--- src/rtl/channel_row_scheduler_if.sv ---
//------------------------------------------------------------------------------
// channel_row_scheduler_if
//
// Bundles the per-frame / per-line signals exchanged between the VGA timing
// side (master) and the channel_row_scheduler (slave).
//
// Parameters
//   MAX_CHAN_COUNT  number of channel enable bits
//   VGA_VER_RES     active display rows (normally taken from vga.h)
//
// Signals
//   channel_enable  master->slave  per-channel enable mask
//   frame_start     master->slave  one-cycle pulse in vertical blanking
//   line_start      master->slave  one-cycle pulse at the start of each row
//   pixel_row       master->slave  row index, valid with line_start
//   ready           slave->master  strip height computed for this frame
//   is_channel      slave->master  current row lies in a channel strip
//   channel_number  slave->master  actual index of the owning channel
//   separator       slave->master  first row of a strip other than strip 0
//------------------------------------------------------------------------------
interface channel_row_scheduler_if #(
   parameter int MAX_CHAN_COUNT = 10,
   parameter int VGA_VER_RES    = 480
);
   localparam int W = $clog2(VGA_VER_RES);
   localparam int C = $clog2(MAX_CHAN_COUNT);

   logic [MAX_CHAN_COUNT-1:0] channel_enable;
   logic                      frame_start;
   logic                      line_start;
   logic [W-1:0]              pixel_row;
   logic                      ready;
   logic                      is_channel;
   logic [C-1:0]              channel_number;
   logic                      separator;

   modport master (
      output channel_enable, frame_start, line_start, pixel_row,
      input  ready, is_channel, channel_number, separator
   );

   modport slave (
      input  channel_enable, frame_start, line_start, pixel_row,
      output ready, is_channel, channel_number, separator
   );
endinterface

--- src/rtl/channel_row_scheduler.sv ---
//------------------------------------------------------------------------------
// channel_row_scheduler
//
// Maps display rows to trace channels for the VGA trace renderer. Once per
// frame it latches the channel enable mask, counts the enabled channels and
// derives the strip height (VGA_VER_RES-OFFSET)/count with a bit-serial
// restoring divider. During the active scan it follows the consecutive row
// sequence with counters and reports the actual channel index owning each row.
//
// Parameters
//   MAX_CHAN_COUNT  number of channel enable bits
//   OFFSET          first display row of the channel area (rows above: header)
//   VGA_VER_RES     active display rows (normally taken from vga.h)
//
// Ports
//   clk    pixel clock
//   rst_n  asynchronous active-low reset
//   bus    channel_row_scheduler_if.slave (mask, frame/line pulses, row in;
//          ready, is_channel, channel_number, separator out)
//
// Build option
//   CHANNEL_SEPARATOR_EN  when defined, separator flags the first row of every
//                         strip after strip 0; otherwise separator is tied 0.
//------------------------------------------------------------------------------
module channel_row_scheduler #(
   parameter int MAX_CHAN_COUNT = 10,
   parameter int OFFSET         = 0,
   parameter int VGA_VER_RES    = 480
) (
   input logic                     clk,
   input logic                     rst_n,
   channel_row_scheduler_if.slave  bus
);
   localparam int W  = $clog2(VGA_VER_RES);
   localparam int C  = $clog2(MAX_CHAN_COUNT);
   localparam int SW = $clog2(W);

   localparam logic [W-1:0]  DIVIDEND   = W'(VGA_VER_RES - OFFSET);
   localparam logic [W-1:0]  OFFSET_ROW = W'(OFFSET);
   localparam logic [SW-1:0] LAST_STEP  = SW'(W - 1);

   typedef enum logic [1:0] {IDLE, LATCH, DIVIDE, SCAN} state_t;

   state_t state, state_nx;

   // Frame configuration
   logic [MAX_CHAN_COUNT-1:0] en_q;
   logic [C:0]                count;
   logic [C:0]                popcnt;
   logic [W-1:0]              height;    // holds the dividend while dividing
   logic [W-1:0]              rem;
   logic [SW-1:0]             step;

   // Row tracking
   logic [C:0]   slot, slot_nx;
   logic [C-1:0] chan_idx, chan_idx_nx;
   logic [W-1:0] row_in_chan, row_in_chan_nx;
   logic         is_channel_nx, sep_nx;

   // Registered outputs
   logic         ready_q, is_channel_q, separator_q;
   logic [C-1:0] channel_number_q;

   // Divider step
   logic [W:0] trial, div_ext;

   // Row position relative to OFFSET; the borrow bit says "above the channel area"
   logic         below_offset;
   logic [W-1:0] row_rel;

   // Lowest set bit of mask at or above index start (0 if none).
   function automatic logic [C-1:0] first_set_from(input logic [MAX_CHAN_COUNT-1:0] mask,
                                                   input int start);
      logic [C-1:0] idx;
      logic         found;
      idx   = '0;
      found = 1'b0;
      for (int i = 0; i < MAX_CHAN_COUNT; i++) begin
         if (!found && i >= start && mask[i]) begin
            idx   = C'(i);
            found = 1'b1;
         end
      end
      return idx;
   endfunction

   assign popcnt  = (C+1)'($countones(bus.channel_enable));
   assign trial   = {rem, height[W-1]};
   assign div_ext = (W+1)'(count);
   assign {below_offset, row_rel} = {1'b0, bus.pixel_row} - {1'b0, OFFSET_ROW};

   //---------------------------------------------------------------------------
   // FSM
   //---------------------------------------------------------------------------
   always_ff @(posedge clk or negedge rst_n) begin
      if (!rst_n) state <= IDLE;
      else        state <= state_nx;
   end

   // NOTE: every combinational output gets a default before any branch so no
   // path leaves it unassigned, which would otherwise infer a latch.
   always_comb begin
      state_nx = state;
      case (state)
         IDLE:    state_nx = IDLE;
         LATCH:   state_nx = (popcnt == '0) ? SCAN : DIVIDE;
         DIVIDE:  if (step == LAST_STEP) state_nx = SCAN;
         SCAN:    state_nx = SCAN;
         default: state_nx = IDLE;
      endcase
      // A new frame restarts from any state.
      if (bus.frame_start) state_nx = LATCH;
   end

   //---------------------------------------------------------------------------
   // Row tracking: next counter values for the row presented with line_start.
   // Rows arrive consecutively, so only the first channel row reloads; every
   // later row advances by one.
   //---------------------------------------------------------------------------
   always_comb begin
      slot_nx        = slot;
      chan_idx_nx    = chan_idx;
      row_in_chan_nx = row_in_chan;
      if (below_offset) begin
         // Header rows leave the counters untouched.
      end else if (row_rel == '0) begin
         slot_nx        = '0;
         chan_idx_nx    = first_set_from(en_q, 0);
         row_in_chan_nx = '0;
      end else if (row_in_chan == height - W'(1)) begin
         row_in_chan_nx = '0;
         chan_idx_nx    = first_set_from(en_q, int'(chan_idx) + 1);
         // Saturate at count so remainder rows never wrap back into a strip.
         if (slot < count) slot_nx = slot + (C+1)'(1);
      end else begin
         row_in_chan_nx = row_in_chan + W'(1);
      end
      is_channel_nx = (count != '0) && (slot_nx < count) && !below_offset;
   end

`ifdef CHANNEL_SEPARATOR_EN
   assign sep_nx = is_channel_nx && (row_in_chan_nx == '0) && (slot_nx != '0);
`else
   assign sep_nx = 1'b0;
`endif

   //---------------------------------------------------------------------------
   // Datapath
   //---------------------------------------------------------------------------
   // NOTE: clocked state uses non-blocking assignments so every register
   // samples pre-edge values regardless of statement order.
   always_ff @(posedge clk or negedge rst_n) begin
      if (!rst_n) begin
         en_q             <= '0;
         count            <= '0;
         height           <= '0;
         rem              <= '0;
         step             <= '0;
         slot             <= '0;
         chan_idx         <= '0;
         row_in_chan      <= '0;
         ready_q          <= 1'b0;
         is_channel_q     <= 1'b0;
         channel_number_q <= '0;
         separator_q      <= 1'b0;
      end else begin
         ready_q <= !bus.frame_start && (state == SCAN);

         if (state == LATCH) begin
            en_q   <= bus.channel_enable;
            count  <= popcnt;
            height <= (popcnt == '0) ? '0 : DIVIDEND;
            rem    <= '0;
            step   <= '0;
         end

         // Restoring division: one quotient bit per cycle, MSB first. The
         // quotient shifts into height as the dividend shifts out of it.
         if (state == DIVIDE) begin
            step <= step + SW'(1);
            if (trial >= div_ext) begin
               rem    <= W'(trial - div_ext);
               height <= {height[W-2:0], 1'b1};
            end else begin
               rem    <= W'(trial);
               height <= {height[W-2:0], 1'b0};
            end
         end

         // frame_start takes priority: a coincident line_start is ignored.
         if (bus.line_start && !bus.frame_start) begin
            if (state == SCAN) begin
               slot         <= slot_nx;
               chan_idx     <= chan_idx_nx;
               row_in_chan  <= row_in_chan_nx;
               is_channel_q <= is_channel_nx;
               separator_q  <= sep_nx;
               if (is_channel_nx) channel_number_q <= chan_idx_nx;
            end else begin
               is_channel_q <= 1'b0;
               separator_q  <= 1'b0;
            end
         end
      end
   end

   assign bus.ready          = ready_q;
   assign bus.is_channel     = is_channel_q;
   assign bus.channel_number = channel_number_q;
   assign bus.separator      = separator_q;
endmodule

--- src/flat_wrapper.sv ---
// flat-port wrapper written by rule: the top's interface ports become plain ports
module channel_row_scheduler_flat 
#(
   parameter int MAX_CHAN_COUNT = 10,
   parameter int OFFSET         = 0,
   parameter int VGA_VER_RES    = 480
)
  (clk, rst_n, bus_channel_enable, bus_frame_start, bus_line_start, bus_pixel_row, bus_ready, bus_is_channel, bus_channel_number, bus_separator);
  channel_row_scheduler_if #(.MAX_CHAN_COUNT(MAX_CHAN_COUNT), .VGA_VER_RES(VGA_VER_RES)) bus_i ();
  input logic clk;
  input logic rst_n;
  input wire logic [$bits(bus_i.channel_enable)-1:0] bus_channel_enable;
  input wire logic [$bits(bus_i.frame_start)-1:0] bus_frame_start;
  input wire logic [$bits(bus_i.line_start)-1:0] bus_line_start;
  input wire logic [$bits(bus_i.pixel_row)-1:0] bus_pixel_row;
  output wire logic [$bits(bus_i.ready)-1:0] bus_ready;
  output wire logic [$bits(bus_i.is_channel)-1:0] bus_is_channel;
  output wire logic [$bits(bus_i.channel_number)-1:0] bus_channel_number;
  output wire logic [$bits(bus_i.separator)-1:0] bus_separator;
  assign bus_i.channel_enable = bus_channel_enable;
  assign bus_i.frame_start = bus_frame_start;
  assign bus_i.line_start = bus_line_start;
  assign bus_i.pixel_row = bus_pixel_row;
  assign bus_ready = bus_i.ready;
  assign bus_is_channel = bus_i.is_channel;
  assign bus_channel_number = bus_i.channel_number;
  assign bus_separator = bus_i.separator;
  channel_row_scheduler #(.MAX_CHAN_COUNT(MAX_CHAN_COUNT), .OFFSET(OFFSET), .VGA_VER_RES(VGA_VER_RES)) u_core (.clk(clk), .rst_n(rst_n), .bus(bus_i));
endmodule
--- config.mk ---
export PLATFORM = sky130hd
export DESIGN_NAME = channel_row_scheduler_flat
export DESIGN_NICKNAME = d
export VERILOG_FILES = /design/src/rtl/channel_row_scheduler_if.sv /design/src/rtl/channel_row_scheduler.sv /design/src/flat_wrapper.sv
export SDC_FILE = /design/constraint.sdc
export NUM_CORES = 1
export LEC_CHECK = 0
export ABC_AREA = 0
export CAP_MARGIN = 20
export CORE_ASPECT_RATIO = 1.25
export CORE_UTILIZATION = 45
export DETAILED_ROUTE_END_ITERATION = 8
export DONT_BUFFER_PORTS = 1
export GPL_TIMING_DRIVEN = 0
export PLACE_DENSITY = 0.66
export SYNTH_ARGS = -nofsm -noshare
export SYNTH_HDL_FRONTEND = slang
export SYNTH_SLANG_ARGS = --single-unit
--- constraint.sdc ---
create_clock -name clk -period 6.1 [get_ports clk]
set_input_delay 1.22 -clock clk [delete_from_list [all_inputs] [get_ports clk]]
set_output_delay 1.22 -clock clk [all_outputs]
set_load 0.03 [all_outputs]
* Word level (Yosys, flattened, before mapping)
Cells that the tools add are included.
** Operators by class
- Add/sub/neg operators :: 15
- $lt $le $gt $ge :: 13
- Equality and inequality tests :: 6
- Multiplexer cells :: 84
- Reduce and logical (&&, ||, !) cells :: 57
** Operator list (count)
- $ge A4 B32 Y1 const A :: 4
- $mux W9 :: 8
- $ge A3 B32 Y1 const A :: 2
- $ge A5 B32 Y1 const A :: 2
- $mux W1 :: 50
- $ge A1 B32 Y1 const A :: 1
- $ge A2 B32 Y1 const A :: 1
- $mux W4 :: 8
- $logic_and A1 B1 Y1 :: 31
- $mux W3 :: 8
- $add A5 B5 Y5 :: 4
- $logic_not A1 Y1 :: 19
- $mux W5 :: 3
- $mux W2 :: 6
- $add A1 B1 Y2 :: 5
- $ge A10 B5 Y1 :: 1
- $lt A5 B5 Y1 :: 2
- $add A9 B1 Y9 const B :: 1
- $eq A9 B9 Y1 :: 1
- $logic_not A9 Y1 :: 1
- $sub A9 B1 Y9 const B :: 1
- $sub A9 B5 Y9 :: 1
- $pmux W2 S4 :: 1
- $add A4 B1 Y5 const B :: 1
- 12 further kinds :: 13
** Word-level totals
- Flip-flop bits (word level) :: 63
- Input bits :: 23
- Word-level logic and storage cells :: 187

* Longest topological paths before layout
- Depth in word-level cells :: 60
- Mapped depth :: 18
- Mapped depth without buffers :: 17

* Least setup slack after synthesis
Ideal clock, no wire load.
- Path type :: reg2reg
- Start point :: reg u_core.height[0]
- End point :: reg u_core.channel_number_q[1] (netlist: u_core.bus.channel_number[1])
- Library setup time :: 125 ps
- Arrival time :: 4788 ps
- Path slack :: 1187 ps
- Stages on the path, launching flop included :: 19
- Path buffers :: 1
- Clock period less this slack :: 4913 ps
- Path through :: dfrtp_1 -> inv_1 -> ha_1 -> or3b_4 -> or4_1 -> a211o_1 -> or3_1 -> buf_2 -> nor3_1 -> mux2i_1 -> nor2_1 -> ha_1 -> nor2b_1 -> o21a_1 -> o21ai_0 -> nand3_1 -> or4_1 -> nand3_1 -> mux2_2
** Between the ends
- Longest elaborated chain between the ends :: 7
- Elaborated cells between the ends (all ways) :: 9
- Classes of those cells :: add/sub (1); order compare (1); eq/ne (1); mux (4); reduce/logical (2)
** RTL lines
- from (decl) :: RTL line channel_row_scheduler.sv:50 : logic [W-1:0] height;
- from (signal assigned) :: RTL line channel_row_scheduler.sv:172 : height <= (popcnt == '0) ? '0 : DIVIDEND;
- from (signal assigned) :: RTL line channel_row_scheduler.sv:183 : height <= {height[W-2:0], 1'b1};
- from (signal assigned) :: RTL line channel_row_scheduler.sv:186 : height <= {height[W-2:0], 1'b0};
- $sub A9 B1 Y9 :: RTL line channel_row_scheduler.sv:130 : end else if (row_in_chan == height - W'(1)) begin
- $eq A9 B9 Y1 :: RTL line channel_row_scheduler.sv:130
- $mux W5 :: RTL line channel_row_scheduler.sv:130
- $mux W5 :: RTL line channel_row_scheduler.sv:126 : end else if (row_rel == '0) begin
- net u_core.slot_nx[1] :: RTL line channel_row_scheduler.sv:55 : logic [C:0] slot, slot_nx;
- $lt A5 B5 Y1 :: RTL line channel_row_scheduler.sv:138 : is_channel_nx = (count != '0) && (slot_nx < count) && !below_offset;
- $logic_and A1 B1 Y1 :: RTL line channel_row_scheduler.sv:138
- $reduce_and A3 Y1 (no line)
- to (signal assigned) :: RTL line channel_row_scheduler.sv:198 : if (is_channel_nx) channel_number_q <= chan_idx_nx;
- to (decl) :: RTL line channel_row_scheduler.sv:62 : logic [C-1:0] channel_number_q;
The timed path passes the listed nets, and every way through them passes these cells.
A chain may end at the register's enable or synchronous reset.

* Worst setup path after layout
- Start point :: reg u_core.height[0]
- End point :: reg u_core.channel_number_q[2] (netlist: u_core.bus.channel_number[2])
Same word-level chain as after synthesis.

==> key figures <==
Clock network
  – Clock Latency Late Sink: 0.33 ns
  – CTS buffer count: 9
  – Sink Count: 62
  – Clock buffer depth: 2
  – H-tree depth: 3
  – Hold-fix buffers, CTS: 0
  – Clock-pin slew on the worst setup and hold paths: 0.05 ns
  – Post-cts sizing count: 0
  – Root Buffer: clkbuf_16
  – CTS tree: yes
  – Post-CTS setup buffer count: 0

Floorplanning
  – IO Count: 30
  – Initial core utilization: 0.471
  – Row cnt: 39
  – Die width: 90.3 um
  – Core area: 9320 um2
  – Die area: 10200 um2
  – Die height: 112 um

Worst setup path
  – CP required: 6.31 ns
  – Critical Path AT: roughly 6 ns
  – Delay of the slowest critical-path stage: a little under 0.5 ns
  – Critical setup path kind: reg -> reg
  – R2r setup slk: 0.37 ns
  – Reg2Reg Depth: 18
  – Worst R2R End: u_core.bus.channel_number[2]
  – FF-to-FF Start: u_core.height[0]
  – Crit-path max FO: 8
  – Crit path capture type: flip-flop
  – Top delay family on crit path: simple AND/OR/NAND/NOR gates
  – Buffers and inverters on the worst path: 2
  – CP cell instances: inv_1 -> ha_1 -> or3b_4 -> or4_1 -> a211o_1 -> or3_1 -> buf_2 -> nor3_1 -> mux2i_1 -> nor2_1 -> ha_1 -> nor2b_1 -> o21a_1 -> o21ai_0 -> nand3_1 -> or4_1 -> nand3_1 -> mux2_2
  – Slowest CP cell: or4_1
  – Startpoint types: flip-flop

Synth
  – Post-synth EDFFs: 0
  – Synth top area share: 0.354
  – Largest area contributor in the netlist: dfrtp_1
  – Syn Area/Cell: approximately 9 um2
  – Synth top area cells: dfrtp_1 (35%), ha_1 (8.8%), o21ai_0 (5.1%), inv_1 (4.4%), xnor2_1 (3.8%)
  – Synthesized area: roughly 4400 um2
  – Top_reg_cell synth: dfrtp_1
  – Synth warn: 0
  – Post-synth net total: 548
  – Syn Inst Count: about 490
  – Commonest cells in the netlist: dfrtp_1 (62), inv_1 (52), o21ai_0 (45)
  – Synth Register Bits: 62
  – Asr flop ratio synth: 1.00
  – Sequential element share of the synthesized area: 0.354
  – Netlist cell types: 65
  – Most frequent cell after synthesis: dfrtp_1

Routing
  – Total Routed Length: 10.2 mm
  – 1st-iter DRT viols: about 120
  – DR pass1 iterations: 4
  – Vias: about 3600
  – Via/cell ratio: 5.79
  – Residual DRC: 0
  – Antenna viol nets, final: 0
  – Routed length per placed instance: between 15 and 20 um

Power and ir drop
  – Combinational share of power: 0.496
  – Cell Pwr Density: 464 nW/um2
  – Part of the power in registers: 0.302
  – Peak supply drop: 0.000266 V
  – Internal: about 1.3 mW
  – Switching power: roughly 940 uW
  – Switch share: 0.423
  – Static Leak: about 2.1 nW
  – Clk pwr share: 0.203
  – Power consumption: between 2 and 2.5 mW

STA
  – Post-route minimum period: ~5.7 ns
  – Worst slew margin: 0.347
  – Worst-margin pin slew: 0.972 ns
  – Final Hold Viols: 0
  – RSZ-0062 raised after global routing: no
  – Post-route clock period utilization: 0.939
  – Count of final max-slew check failures: 0
  – Final setup fails: 0
  – Setup TNS: 0 ns
  – Skew final: 0.00817 ns
  – F_max: around 170 MHz

Status
  – Status: finished, final reports clean

GRT
  – Largest net degree at the start of global routing: 63
  – Total Routing Usage GR: 0.215
  – First-pass GRT wire length: 17.2 mm
  – Initial antenna violation count: 0
  – Vias in the first global route: 3728
  – Gr ovfl total: 0

Placed design
  – Routability cong.: roughly 0.87
  – I/O Buffers: 0
  – Placed cells: 610
  – Placed wire-length estimate: 7.82 mm

Worst hold path
  – Hold Crit Endpoint: u_core.row_in_chan[5]
  – Hold Crit Depth: 1
  – Worst min-delay path startpoint: u_core.row_in_chan[5]
  – HP Class: reg -> reg

Finish
  – Final net count: 559
  – Non-filler instance count after layout: between 600 and 700
  – Layout cells sized above 1: 0.0659
  – Finished Core Util: 0.515
  – N_diodes: 0
  – Area Growth Syn to Fin: 9.35%

Run
  – Max-cap violations: 0
## worst max-delay path by stage
stage / start / endpoint / depth (start not counted)
6_report: u_core.height[0] / u_core.bus.channel_number[2] / 18
4_1_cts: u_core.height[0] / u_core.bus.channel_number[2] / 18
3_3_place_gp: u_core.height[0] / u_core.bus.channel_number[2] / 18
5_1_grt: u_core.height[0] / u_core.bus.channel_number[2] / 18
2_1_floorplan: u_core.height[0] / u_core.bus.channel_number[1] / 18
3_5_place_dp: u_core.height[0] / u_core.bus.channel_number[2] / 18
## flip-flops by register name, summed over array words and instances, names as in the netlist
| signal | flops |
|---|---|
| u_core.bus.ready | 1 |
| u_core.row_in_chan | 9 |
| u_core.step | 4 |
| u_core.height | 9 |
| u_core.bus.is_channel | 1 |
| u_core.count | 4 |
| u_core.chan_idx | 4 |
| u_core.bus.channel_number | 4 |
| u_core.state | 2 |
| u_core.en_q | 10 |
| u_core.slot | 5 |
| u_core.rem | 9 |
## cell type report
cell class / count / area (um2)
Fill cell: 876 / 4520
Multi-Input combinational cell: 356 / 2560
Sequential cell: 62 / 1550
Clock buffer: 12 / 246
Inverter: 52 / 195
Tap cell: 123 / 154
Buffer: 17 / 76.3
Clock inverter: 2 / 10.0
## stage by stage
step / setup WS, ns / hold WS [ns] / instance area [um2]
6_report: 0.372 / 0.543 / 4800
3_3_place_gp: 0.514 / 0.527 / 4540
5_1_grt: 0.0412 / 0.561 / 4800
3_5_place_dp: 0.448 / 0.535 / 4540
4_1_cts: 0.413 / 0.542 / 4800
2_1_floorplan: 1.19 / 0.494 / 4390
## power groups by stage
stage               logic (mW)  registers (mW)  clock network (mW)
floorplan                0.890           0.636                   0
global placement          1.07           0.674                   0
detailed placement        1.10           0.677                   0
CTS                       1.11           0.672               0.462
global route              1.24           0.690               0.479
finish                    1.10           0.672               0.451
## metal layers
metal  vias up  wire length [um]  track usage
li1       1779                 -            -
met1      1771              4150        0.224
met2        40              5610        0.409
met3        22               214       0.0407
met4         0               274        0.102
met5         -                 0            0
## kinds of logic after synthesis
logic type | synth area share
AO/OA/AOI/OAI | 0.201
other | 0.000855
XOR/XNOR | 0.0499
adder cells (fa/ha/maj) | 0.120
flip-flops | 0.354
buffers and inverters | 0.0619
multiplexers | 0.0396
AND/OR/NAND/NOR | 0.173
## placed cells by master (no fill, tap or decap), types with 3 or more instances in the layout
master      n
dfrtp_1    62
inv_1      52
o21ai_0    45
ha_1       31
nand2_1    29
nor2_1     21
nand3_1    21
xnor2_1    19
clkbuf_1   16
a21oi_1    15
nor3_1     12
mux2_2     11
o22ai_1    10
nor4_1      9
clkbuf_16   9
a21o_1      7
nor2b_1     7
fa_1        7
xor2_1      6
nand2b_1    6
a211oi_1    6
o211ai_1    6
or3_1       5
o31ai_1     5
nand4_1     5
mux2i_1     5
and3_1      5
a22o_1      5
or4_1       4
nor4b_1     4
a31oi_1     4
a21boi_0    4
a32oi_1     3
o21a_1      3
No activity file was read; power rests on OpenSTA's default activity.
